**src/rtl/cell_write_ctrl_p.sv**
```systemverilog
// Cell writer: packs ingress beats into fixed-size cells, appends a link footer and
// writes one free-list block per cell, reporting head block and cell count per frame.
module cell_write_ctrl_p #(
  parameter int DATA_W     = 64,
  parameter int CELL_BEATS = 7,
  parameter int ADDR_W     = 10,
  parameter int CNT_W      = 8,
  parameter int BLOCK_W    = CELL_BEATS*DATA_W + DATA_W
) (
  input  logic               clk,
  input  logic               rst,
  input  logic [DATA_W-1:0]  in_data_i,
  input  logic               in_valid_i,
  input  logic               in_sop_i,
  input  logic               in_eop_i,
  output logic               in_ready_o,
  output logic               fl_alloc_req_o,
  input  logic               fl_alloc_gnt_i,
  input  logic [ADDR_W-1:0]  fl_alloc_idx_i,
  output logic               mem_we_o,
  output logic [ADDR_W-1:0]  mem_addr_o,
  output logic [BLOCK_W-1:0] mem_wdata_o,
  output logic               frm_done_o,
  output logic [ADDR_W-1:0]  frm_head_idx_o,
  output logic [CNT_W-1:0]   frm_cells_o,
  output logic               err_o
);

  localparam int BC_W  = $clog2(CELL_BEATS+1);
  localparam int PAY_W = CELL_BEATS*DATA_W;

  typedef enum logic [1:0] {
    S_IDLE  = 2'd0,
    S_FILL  = 2'd1,
    S_WAIT  = 2'd2,
    S_WRITE = 2'd3
  } state_e;

  state_e            state_q, state_d;
  logic [DATA_W-1:0] beat_q [CELL_BEATS];
  logic [BC_W-1:0]   beat_cnt_q;
  logic [CNT_W-1:0]  cells_q;
  logic [ADDR_W-1:0] head_q, curr_idx_q, next_idx_q;
  logic              curr_v_q, next_v_q, sop_pend_q, eop_q, done_q, err_q;

  logic              acc_s, gnt_s, gnt_err_s, curr_v_s, next_v_s;
  logic              close_s, blk_ok_s, wait_ok_s;
  logic [PAY_W-1:0]  pay_s;
  logic [DATA_W-1:0] foot_s;

  // Handshake qualifiers; slot validity includes a grant landing this cycle
  always_comb begin
    acc_s     = in_valid_i & in_ready_o;
    gnt_s     = fl_alloc_gnt_i & fl_alloc_req_o;
    gnt_err_s = fl_alloc_gnt_i & ~rst & curr_v_q & next_v_q;
    curr_v_s  = curr_v_q | gnt_s;
    next_v_s  = next_v_q | (gnt_s & curr_v_q);
    close_s   = 1'b0;
    if (acc_s && state_q == S_IDLE) begin
      close_s = in_sop_i & in_eop_i;
    end else if (acc_s && state_q == S_FILL) begin
      close_s = in_eop_i | (beat_cnt_q == BC_W'(CELL_BEATS-1));
    end else begin
      close_s = 1'b0;
    end
    blk_ok_s  = curr_v_s & (in_eop_i | next_v_s);
    wait_ok_s = curr_v_s & (eop_q | next_v_s);
  end

  // State register
  always_ff @(posedge clk) begin
    if (rst) begin
      state_q <= S_IDLE;
    end else begin
      state_q <= state_d;
    end
  end

  // Next-state logic
  always_comb begin
    state_d = state_q;
    case (state_q)
      S_IDLE: begin
        if (acc_s && in_sop_i) begin
          state_d = !close_s ? S_FILL : (blk_ok_s ? S_WRITE : S_WAIT);
        end else begin
          state_d = S_IDLE;
        end
      end
      S_FILL: begin
        if (close_s) begin
          state_d = blk_ok_s ? S_WRITE : S_WAIT;
        end else begin
          state_d = S_FILL;
        end
      end
      S_WAIT: begin
        if (wait_ok_s) begin
          state_d = S_WRITE;
        end else begin
          state_d = S_WAIT;
        end
      end
      S_WRITE: state_d = eop_q ? S_IDLE : S_FILL;
      default: state_d = S_IDLE;
    endcase
  end

  // Output decode; everything forced low while in reset
  always_comb begin
    pay_s = '0;
    for (int i = 0; i < CELL_BEATS; i++) begin
      pay_s[PAY_W-1-i*DATA_W -: DATA_W] = beat_q[i];
    end
    foot_s                    = '0;
    foot_s[ADDR_W-1:0]        = eop_q ? '0 : next_idx_q;
    foot_s[ADDR_W]            = eop_q;
    foot_s[ADDR_W+1]          = 1'b1;
    foot_s[ADDR_W+2 +: BC_W]  = beat_cnt_q;
    in_ready_o     = ~rst & ((state_q == S_IDLE) | (state_q == S_FILL));
    mem_we_o       = ~rst & (state_q == S_WRITE);
    mem_addr_o     = mem_we_o ? curr_idx_q : '0;
    mem_wdata_o    = mem_we_o ? {pay_s, foot_s} : '0;
    fl_alloc_req_o = ~rst & (~curr_v_q | ~next_v_q);
    frm_done_o     = ~rst & done_q;
    frm_head_idx_o = rst ? '0 : head_q;
    frm_cells_o    = rst ? '0 : cells_q;
    err_o          = ~rst & err_q;
  end

  // Datapath: block slots, beat buffer, frame bookkeeping
  always_ff @(posedge clk) begin
    if (rst) begin
      for (int i = 0; i < CELL_BEATS; i++) begin
        beat_q[i] <= '0;
      end
      beat_cnt_q <= '0;
      cells_q    <= '0;
      head_q     <= '0;
      curr_idx_q <= '0;
      next_idx_q <= '0;
      curr_v_q   <= 1'b0;
      next_v_q   <= 1'b0;
      sop_pend_q <= 1'b0;
      eop_q      <= 1'b0;
      done_q     <= 1'b0;
      err_q      <= 1'b0;
    end else begin
      done_q <= 1'b0;
      err_q  <= gnt_err_s
              | (acc_s & in_sop_i & (state_q == S_FILL))
              | (acc_s & ~in_sop_i & (state_q == S_IDLE));
      // On a write the next block shifts into curr; a grant refills whichever slot is empty
      if (state_q == S_WRITE) begin
        curr_idx_q <= next_idx_q;
        curr_v_q   <= next_v_q;
        next_v_q   <= 1'b0;
        if (gnt_s) begin
          if (next_v_q) begin
            next_idx_q <= fl_alloc_idx_i;
            next_v_q   <= 1'b1;
          end else begin
            curr_idx_q <= fl_alloc_idx_i;
            curr_v_q   <= 1'b1;
          end
        end
      end else if (gnt_s) begin
        if (!curr_v_q) begin
          curr_idx_q <= fl_alloc_idx_i;
          curr_v_q   <= 1'b1;
        end else begin
          next_idx_q <= fl_alloc_idx_i;
          next_v_q   <= 1'b1;
        end
      end
      case (state_q)
        S_IDLE: begin
          if (acc_s && in_sop_i) begin
            beat_q[0]  <= in_data_i;
            beat_cnt_q <= BC_W'(1);
            cells_q    <= '0;
            sop_pend_q <= 1'b1;
            eop_q      <= in_eop_i;
          end
        end
        S_FILL: begin
          if (acc_s) begin
            for (int i = 0; i < CELL_BEATS; i++) begin
              if (beat_cnt_q == BC_W'(i)) begin
                beat_q[i] <= in_data_i;
              end
            end
            beat_cnt_q <= beat_cnt_q + 1'b1;
            eop_q      <= in_eop_i;
          end
        end
        S_WRITE: begin
          for (int i = 0; i < CELL_BEATS; i++) begin
            beat_q[i] <= '0;
          end
          beat_cnt_q <= '0;
          eop_q      <= 1'b0;
          done_q     <= eop_q;
          if (sop_pend_q) begin
            head_q     <= curr_idx_q;
            sop_pend_q <= 1'b0;
          end
          if (cells_q != '1) begin
            cells_q <= cells_q + 1'b1;
          end
        end
        default: ;
      endcase
    end
  end

endmodule

```
**config.mk**
```make
export PLATFORM = sky130hd
export DESIGN_NAME = cell_write_ctrl_p
export DESIGN_NICKNAME = d
export VERILOG_FILES = /design/src/rtl/cell_write_ctrl_p.sv
export SDC_FILE = /design/constraint.sdc
export NUM_CORES = 1
export LEC_CHECK = 0
export CAP_MARGIN = 20
export CORE_AREA = 5 5 239 241
export CTS_CLUSTER_SIZE = 30
export DETAILED_ROUTE_END_ITERATION = 12
export DIE_AREA = 0 0 244 246
export MAX_ROUTING_LAYER = met4
export PLACE_DENSITY = 0.76
export SYNTH_ARGS = -nofsm -noshare
export SYNTH_HDL_FRONTEND = slang
export SYNTH_SLANG_ARGS = --single-unit
```
**constraint.sdc**
```tcl
create_clock -name clk -period 3.8 [get_ports clk]
set_input_delay 0.38 -clock clk [delete_from_list [all_inputs] [get_ports clk]]
set_output_delay 0.38 -clock clk [all_outputs]
set_load 0.1 [all_outputs]
```
==> impl_results.md, run 1 <==
* Crit path arrival time at between 3 and 4 ns
* Tcrit/Tclk final at about nine tenths
* Routed wire length at a little under 70000 um
* Worst vdd ir at between 0.3 and 0.4 mV
* Clock skew at ~0.02 ns
* 1st-iter DRT viols at just under 1000
* Number of synthesized flops with an enable pin at about 260
* Final core utilization at between 50 and 60%
* Global-route wire length before repair at just over 100000 um
* Fin crit period at around 3.5 ns
* Vias in the first global route at 16720
* Top-level I/O count at between 600 and 700
* Worst Setup End Kind: primary output
* Synth cell count leaders: and2_1, nand2_1, edfxtp_1
* Delay-heaviest family, CP: buffers and inverters
* Clock tree buffer depth at 3
* FFs w/ async S/R, synth at 0%
* Reg clk slew, reported paths at 0.06 ns
* Hold Fails Final Rpt at 0
* Register area share after synthesis at a little under three fifths
* GRT met2 Usage at a little under two fifths
* DRT antenna net count at 0
* Area leader, netlist: edfxtp_1
* Pin count of the biggest net entering global routing at about 130
* F_max at just under 0.3 GHz
* Pwr Total at roughly 12000 uW
* GP Congestion at slightly below 0.9
* Row count at 86
* Mapped cell area at between 20000 and 25000 um^2
* Ranking of synthesized cells by area: edfxtp_1, dfxtp_1, and2_1, nand2_1, nor3b_2
* CP max-delay cell: dfxtp_1
* Status: finished, final reports clean
* Setup Fix Bufs, Post-CTS at 0
* Worst path cell trace: and2_2 -> nand2b_2 -> clkinv_8 -> buf_12 -> and2_1 -> buf_4
* CP startpoint kind: flip-flop
* Root buf cell: clkbuf_16
* Initial Util at 39.87%
* Kind of critical path: flip-flop to primary output
* Max Transition Viols Final at 0
* Worst R2R Setup Slack at about 1.1 ns
* Clock latency on the worst-skew pair at 0.58 ns
* Leakage at approximately 0.012 uW
* Vias per cell at ~5
* Max cap viols at 0
* HPWL Detailed at 47870 um
* GR Util All Layers at between 20% and 30%
* Top cell type's share of synthesized area at between 30% and 40%
* Drt pass-1 iters at 5
* CP max stage delay at between 0.6 and 0.7 ns
* Req. time, crit path at roughly 3.4 ns
* Top FF cell, synth: edfxtp_1
* Yosys warns at 0
* Final nets at approximately 2700
* Final setup fails at 0
* Total CTS buffers at 52
* Met1 usage at 26.68%
* TritonCTS clock tree: built
* Synth Instances at ~2100
* Wirelength per Cell at roughly 20 um
* Crit path buffers/inverters at 3
* Area growth, synth to finish at 37.70%
* H-Tree Depth at 2
* #FFs+latches synth at a little under 500
* Gr ovfl total at 0
* Hold WC Path Type: primary input to flip-flop
* Clock sink count at about 500
* Post-route DRC at 0
* Syn Area/Cell at just over 10 um^2
* Slew @ Worst Pin at ~1.1 ns
* I/O Buffers at ~580
* Die span in y at between 200 and 250 um
* Library cells used by synthesis at 52
* Die area at 60020 um^2
* Vias at roughly 17000
* Die W at between 200 and 250 um
* Worst Path Max Fanout at 97
* Initial antenna violation count at 1
* Fin Setup TNS at 0 ns
* Gr busiest metal: met2
* Rel. slew slack at between 20% and 30%
* Unrepaired setup endpoints after global routing: no
* Count leader, synth: and2_1
* Share of cells above drive strength 1 at approximately a quarter
* Core Region at approximately 55000 um^2
* Met3 GRT Util at 5.196%
* P per Cell Area at around 400 nW/um^2
* Filler cell count at around 4600
-- area by class of cell --
| type | count | area [um^2] | share of cell area [%] |
|---|---|---|---|
| inverter | 5 | 31.28 | 0.1042 |
| tap | 704 | 880.8 | 2.935 |
| timing repair buffer | 608 | 6539 | 21.79 |
| antenna | 1 | 2.502 | 0.008337 |
| clock buffer | 65 | 1401 | 4.669 |
| sequential | 497 | 12510 | 41.69 |
| clock inverter | 32 | 414.1 | 1.380 |
| multi-input combinational | 1452 | 8233 | 27.43 |
-- timing repair --
action,in CTS,in global routing
resized for setup,0,2
setup endpoints to repair,0,217
hold buffers,0,0
-- cell families (layout without fill, tap and decap cells) --
kind of cell	after synthesis	count (layout)	synth area share, %
multiplexers	25	25	1.211
other	1	50	0.01721
flip-flops	497	497	57.41
adder cells (fa/ha/maj)	6	6	0.3444
AO/OA/AOI/OAI	254	254	6.303
XOR/XNOR	1	1	0.04019
buffers and inverters	210	710	5.976
AND/OR/NAND/NOR	1117	1117	28.70
-- per-stage QoR --
stage	setup slack [ns]	hold WS, ns	cell area (um^2)	instances
CTS	0.08530	0.3131	30010	3363
finish	0.3370	0.3685	30010	3364
global placement	0.8365	0.4327	28190	3266
global route	0.1617	0.3789	30010	3364
detailed placement	0.7047	0.4374	28190	3266
floorplan	0.7070	0.4238	21980	2159
-- power breakdown --
part           switching [uW]  total [uW]  internal [uW]
registers                88.5        5980           5890
logic                     680         895            215
clock network            2130        5370           3240
-- flip-flops by register name (all words and copies together), names as in the netlist, 2 cells and up --
signal	cells
beat_q	448
head_q	10
next_idx_q	10
beat_cnt_q	3
cells_q	8
curr_idx_q	10
state_q	2
-- routing by layer --
metal / vias up / share of wire (%)
li1: 7845 / -
met1: 8038 / 40
met2: 717 / 50
met3: 117 / 7.7
met4: 0 / 2.9
met5: - / 0
-- worst paths after layout --
kind                              startpoint                    endpoint  cells after the start
setup / recovery       state_q[0]$_SDFF_PP0_            mem_wdata_o[335]                      6
hold / removal                           rst  beat_cnt_q[2]$_SDFFE_PP0P_                      2
setup reg to reg  beat_cnt_q[2]$_SDFFE_PP0P_     beat_q[2][44]$_DFFE_PP_                      7
hold reg to reg   beat_q[5][57]$_SDFFE_PP0P_  beat_q[5][57]$_SDFFE_PP0P_                      2
-- layout by cell type (no fill, tap or decap), types with 14 or more instances in the layout --
cell type,n
o21ai_0,115
mux2i_1,14
nor3b_2,61
nand2_1,424
buf_4,373
and2_1,535
clkdlybuf4s50_1,95
conb_1,49
buf_12,139
o21ai_1,20
nor2_1,26
nor2b_1,33
clkbuf_16,53
edfxtp_1,256
a21oi_1,85
dfxtp_1,241
Note: power is estimated with default switching activity, not from simulation.
==> run 2: changes to the inputs <==
--- a/config.mk
+++ b/config.mk
@@ -11,7 +11,7 @@
 export DETAILED_ROUTE_END_ITERATION = 12
 export DIE_AREA = 0 0 244 246
 export MAX_ROUTING_LAYER = met4
-export PLACE_DENSITY = 0.76
+export PLACE_DENSITY = 0.69
 export SYNTH_ARGS = -nofsm -noshare
 export SYNTH_HDL_FRONTEND = slang
 export SYNTH_SLANG_ARGS = --single-unit
==> impl_results.md, run 2 (synthesized netlist as in run 1, its figures left out) <==
* Max Transition Viols Final at 0
* Global-route wire length before repair at roughly 100000 um
* Worst Path Max Fanout at approximately 130
* Crit path arrival time at approximately 3.2 ns
* Kind of critical path: flip-flop to primary output
* Gr ovfl total at 0
* CTS Hold Bufs at 0
* P per Cell Area at approximately 380 nW/um^2
* Wirelength per Cell at about 21 um
* TritonCTS clock tree: built
* I/O Buffers at around 580
* Root buf cell: clkbuf_16
* GP Congestion at between 0.8 and 0.9
* Most frequent cells in the layout: and2_1, nand2_1, buf_12, edfxtp_1, dfxtp_1
* Hold WC Path Type: primary input to flip-flop
* Commonest non-fill, non-tap cell in the layout: and2_1
* HPWL Detailed at slightly above 50000 um
* Req. time, crit path at between 3 and 4 ns
* Unrepaired setup endpoints after global routing: no
* Number of flip-flops under the largest register name at 448
* Leakage at between 0.01 and 0.015 uW
* Share of cells above drive strength 1 at between 20% and 30%
* F_max at 0.2836 GHz
* H-Tree Depth at 2
* Final setup fails at 0
* Clock skew at ~0.019 ns
* Fin Setup TNS at 0 ns
* Row count at 86
* Rel. slew slack at about 32%
* Final core utilization at 59.28%
* Initial antenna violation count at 2
* Final hold slack at roughly 0.26 ns
* Area growth, synth to finish at 48.68%
* Clock latency on the worst-skew pair at a little over 0.6 ns
* Critical path startpoint: state_q[0]$_SDFF_PP0_
* Reg clk slew, reported paths at around 0.06 ns
* Worst r2r dst: beat_q[1][35]$_DFFE_PP_
* Slew @ Worst Pin at 1.015 ns
* Max cap viols at 0
* Reg2Reg Launch Point: beat_cnt_q[2]$_SDFFE_PP0P_
* Tcrit/Tclk final at between 90 and 100%
* DRT antenna net count at 0
* Pin count of the biggest net entering global routing at between 100 and 150
* Hold Fails Final Rpt at 0
* GR Util All Layers at between 20% and 30%
* 1st-iter DRT viols at around 1100
* Initial Util at approximately two fifths
* Worst vdd ir at around 0.37 mV
* Die W at about 240 um
* Setup Fix Bufs, Post-CTS at 0
* Vias in the first global route at approximately 16000
* Clock tree buffer depth at 3
* Die area at ~60000 um^2
* Worst Reg-to-Reg Cells at 7
* Routed wire length at 70720 um
* Worst Setup End Kind: primary output
* Register with the most flip-flops: beat_q
* Status: finished, final reports clean
* Vias at approximately 17000
* Clock sink count at 497
* Setup crit end: mem_wdata_o[243]
* Fin crit period at 3.526 ns
* Worst R2R Setup Slack at ~1.2 ns
* Drt pass-1 iters at 5
* Die span in y at ~250 um
* Top-level I/O count at approximately 630
* Vias per cell at around 5
* CP startpoint kind: flip-flop
* Core Region at 54660 um^2
* Post-route DRC at 0
* Final nets at ~2700
* Total CTS buffers at 53
run 2: changes by cell type in the layout (fill, tap and decap cells not counted), sizes merged:
| cell | before | now |
|---|---|---|
| clkinv | 19 | 25 |
| buf | 513 | 508 |
| clkbuf | 65 | 61 |
| clkdlybuf4s50 | 95 | 99 |
| inv | 6 | 8 |
| bufinv | 9 | 8 |
| diode | 1 | 2 |
run 2: power breakdown:
group | internal (uW) | switching [uW] | leakage (uW)
registers | 5890 | 90.8 | 0.00460
logic | 220 | 681 | 0.00695
clock network | 3170 | 2210 | 0.000885
total | 9280 | 2980 | 0.0124
run 2: what timing repair did:
action                                  CTS  global route
endpoints found under the setup margin    1           162
resized for setup                         1             2
cloned                                    0             0
endpoints found under the hold margin     0             0
run 2: how the worst min path moves through the flow:
stage                                     from  depth (start not counted)  slack, ns                    endpoint
CTS                                        rst                          2       0.21  beat_cnt_q[0]$_SDFFE_PP0P_
floorplan           beat_q[5][23]$_SDFFE_PP0P_                          2       0.42  beat_q[5][23]$_SDFFE_PP0P_
detailed placement  beat_q[5][34]$_SDFFE_PP0P_                          2       0.44  beat_q[5][34]$_SDFFE_PP0P_
global placement    beat_q[5][37]$_SDFFE_PP0P_                          2       0.43  beat_q[5][37]$_SDFFE_PP0P_
global route                               rst                          2       0.27  beat_cnt_q[2]$_SDFFE_PP0P_
finish                                     rst                          2       0.26  beat_cnt_q[0]$_SDFFE_PP0P_
run 2: critical path, stage by stage (launching register included):
cell and delay (ns):
dfxtp_1 0.65, and2_2 0.37, nand2b_2 0.23, inv_16 0.34, buf_4 0.36, and2_1 0.19
buf_4 0.30
run 2: layer usage:
metal / vias up / track usage, % / part of all wire [%]
li1: 7856 / - / -
met1: 7937 / 26.93 / 39
met2: 632 / 40.15 / 51
met3: 100 / 5.891 / 7.6
met4: 0 / 6.024 / 2.8
met5: - / - / 0
run 2: layout make-up:
cell class / instances / area [um^2]
Antenna cell: 2 / 5.005
Clock buffer: 61 / 1388
Clock inverter: 39 / 421.7
Fill cell: 4347 / 22260
Inverter: 5 / 35.03
Multi-Input combinational cell: 1452 / 8233
Sequential cell: 497 / 12510
Tap cell: 704 / 880.8
Timing Repair Buffer: 607 / 8931
run 2: through the flow:
step | setup slack [ns] | instance area, um^2 | power [uW] | cells
final | 0.2737 | 32410 | 12260 | 3367
after global routing | 0.09842 | 32410 | 12670 | 3367
after CTS | 0.08533 | 32390 | 12360 | 3364
after detailed placement | 0.6241 | 30570 | 6994 | 3264
after global placement | 0.7404 | 30570 | 6970 | 3264
after floorplan | 0.7070 | 21980 | 6700 | 2159
==> run 3: changes to the inputs <==
--- a/config.mk
+++ b/config.mk
@@ -5,8 +5,10 @@
 export SDC_FILE = /design/constraint.sdc
 export NUM_CORES = 1
 export LEC_CHECK = 0
+export ABC_CLOCK_PERIOD_IN_PS = 3800
 export CAP_MARGIN = 20
 export CORE_AREA = 5 5 239 241
+export CTS_CLUSTER_DIAMETER = 120
 export CTS_CLUSTER_SIZE = 30
 export DETAILED_ROUTE_END_ITERATION = 12
 export DIE_AREA = 0 0 244 246
==> constraint.sdc (replaced) <==
create_clock -name clk -period 3.8 [get_ports clk]
set_input_delay 0.38 -clock clk [delete_from_list [all_inputs] [get_ports clk]]
set_output_delay 0.38 -clock clk [all_outputs]
set_load 0.01 [all_outputs]
==> impl_results.md, run 3 (synthesized netlist as in run 1, its figures left out) <==
* Status: finished, final reports clean
* Row count at 86
* Number of flip-flops under the largest register name at 448
* Pre-CTS setup slack at between 0.6 and 0.7 ns
* Hold Fails Final Rpt at 0
* Die span in y at 246 um
* Pin count of the biggest net entering global routing at around 150
* Kind of critical path: flip-flop to primary output
* CP max stage delay at roughly 0.67 ns
* Final core utilization at 51.96%
* Initial Util at between 30% and 40%
* Wirelength per Cell at roughly 21 um
* Worst vdd ir at 0.2590 mV
* Worst path cell trace: and2_1 -> nand2b_2 -> inv_16 -> buf_4 -> and2_1 -> clkdlybuf4s50_1
* Setup Fix Bufs, Post-CTS at 0
* H-Tree Depth at 1
* Pwr Total at approximately 9300 uW
* Req. time, crit path at approximately 3.4 ns
* Rel. slew slack at approximately 37%
* Hold WC Path Type: primary input to flip-flop
* F_max at 0.2732 GHz
* Leakage at about 0.01 uW
* Gr ovfl total at 0
* Total CTS buffers at 20
* P per Cell Area at about 330 nW/um^2
* CP max-delay cell: dfxtp_1
* Vias at ~16000
* Reg clk slew, reported paths at around 0.12 ns
* Crit path buffers/inverters at 3
* Area growth, synth to finish at 30.32%
* Clock tree buffer depth at 3
* Worst Setup End Kind: primary output
* Slew @ Worst Pin at approximately 0.95 ns
* Commonest non-fill, non-tap cell in the layout: clkdlybuf4s50_1
* Max Transition Viols Final at 0
* Routed wire length at around 70000 um
* Tcrit/Tclk final at just under 100%
* Clock skew at roughly 0.034 ns
* Crit-path most repeated cell: and2_1
* Top-level I/O count at around 630
* HPWL Detailed at roughly 49000 um
* Most frequent cells in the layout: clkdlybuf4s50_1, and2_1, nand2_1, edfxtp_1, dfxtp_1
* Clock latency on the worst-skew pair at around 0.58 ns
* Vias in the first global route at approximately 16000
* GP Congestion at 0.8486
* Final setup fails at 0
* Clock sink count at 497
* Fin crit period at around 3.7 ns
* Core Region at about 55000 um^2
* Root buf cell: clkbuf_16
* Max cap viols at 0
* Crit path arrival time at between 3 and 4 ns
* TritonCTS clock tree: built
* Drt pass-1 iters at 5
* Post-route DRC at 0
* CP startpoint kind: flip-flop
* I/O Buffers at roughly 580
* Die W at 244 um
* Share of cells above drive strength 1 at between 5 and 6%
* Fin Setup TNS at 0 ns
* Initial antenna violation count at 2
* Worst Path Max Fanout at ~150
* GR Util All Layers at between 20% and 30%
* Global-route wire length before repair at approximately 100000 um
* DRT antenna net count at 0
* Die area at approximately 60000 um^2
* Unrepaired setup endpoints after global routing: no
* 1st-iter DRT viols at between 1000 and 1500
* Register with the most flip-flops: beat_q
* Worst setup margin at between 0.1 and 0.15 ns
* Delay-heaviest family, CP: buffers and inverters
* Vias per cell at between 4 and 5
* Final nets at 2672
run 3: power breakdown:
part / internal [uW] / switching, uW
Sequential: 5880 / 93.9
Clock: 1030 / 1650
Combinational: 211 / 410
Total: 7120 / 2150
run 3: cell type report:
type / count / area (um^2)
Antenna cell: 3 / 7.507
Sequential cell: 497 / 12510
Clock inverter: 2 / 32.53
Tap cell: 704 / 880.8
Timing Repair Buffer: 610 / 6151
Multi-Input combinational cell: 1452 / 8232
Clock buffer: 34 / 553.0
Fill cell: 4845 / 26260
Inverter: 5 / 35.03
run 3: final timing paths:
check | slack (ns) | depth (start not counted) | startpoint | end
worst min-delay path | 0.14 | 2 | rst | beat_cnt_q[0]$_SDFFE_PP0P_
worst max-delay path | 0.14 | 6 | state_q[0]$_SDFF_PP0_ | mem_wdata_o[408]
worst max register to register | 1.17 | 8 | beat_cnt_q[2]$_SDFFE_PP0P_ | beat_q[3][56]$_DFFE_PP_
worst min register to register | 0.46 | 2 | beat_q[5][57]$_SDFFE_PP0P_ | beat_q[5][57]$_SDFFE_PP0P_
run 3: timing repair:
action / CTS / global route
gates resized for setup: 1 / 2
pin swaps: 0 / 0
hold buffers: 0 / 0
endpoints found under the setup margin: 1 / 28
run 3: metal layers:
metal	global-route usage [%]	wire length (um)	part of all wire, %	vias up
li1	-	-	-	7756
met1	26.58	27300	40	7793
met2	38.28	34320	50	590
met3	4.654	4741	6.9	84
met4	5.443	1871	2.7	0
met5	-	0	0	-
run 3: metrics by stage:
stage               hold WS [ns]  std cells  cell area [um^2]
floorplan                 0.4238       2159             21980
global route              0.1305       3306             28400
detailed placement        0.4394       3268             27800
CTS                       0.1020       3304             28390
global placement          0.4356       3268             27800
finish                    0.1394       3307             28400
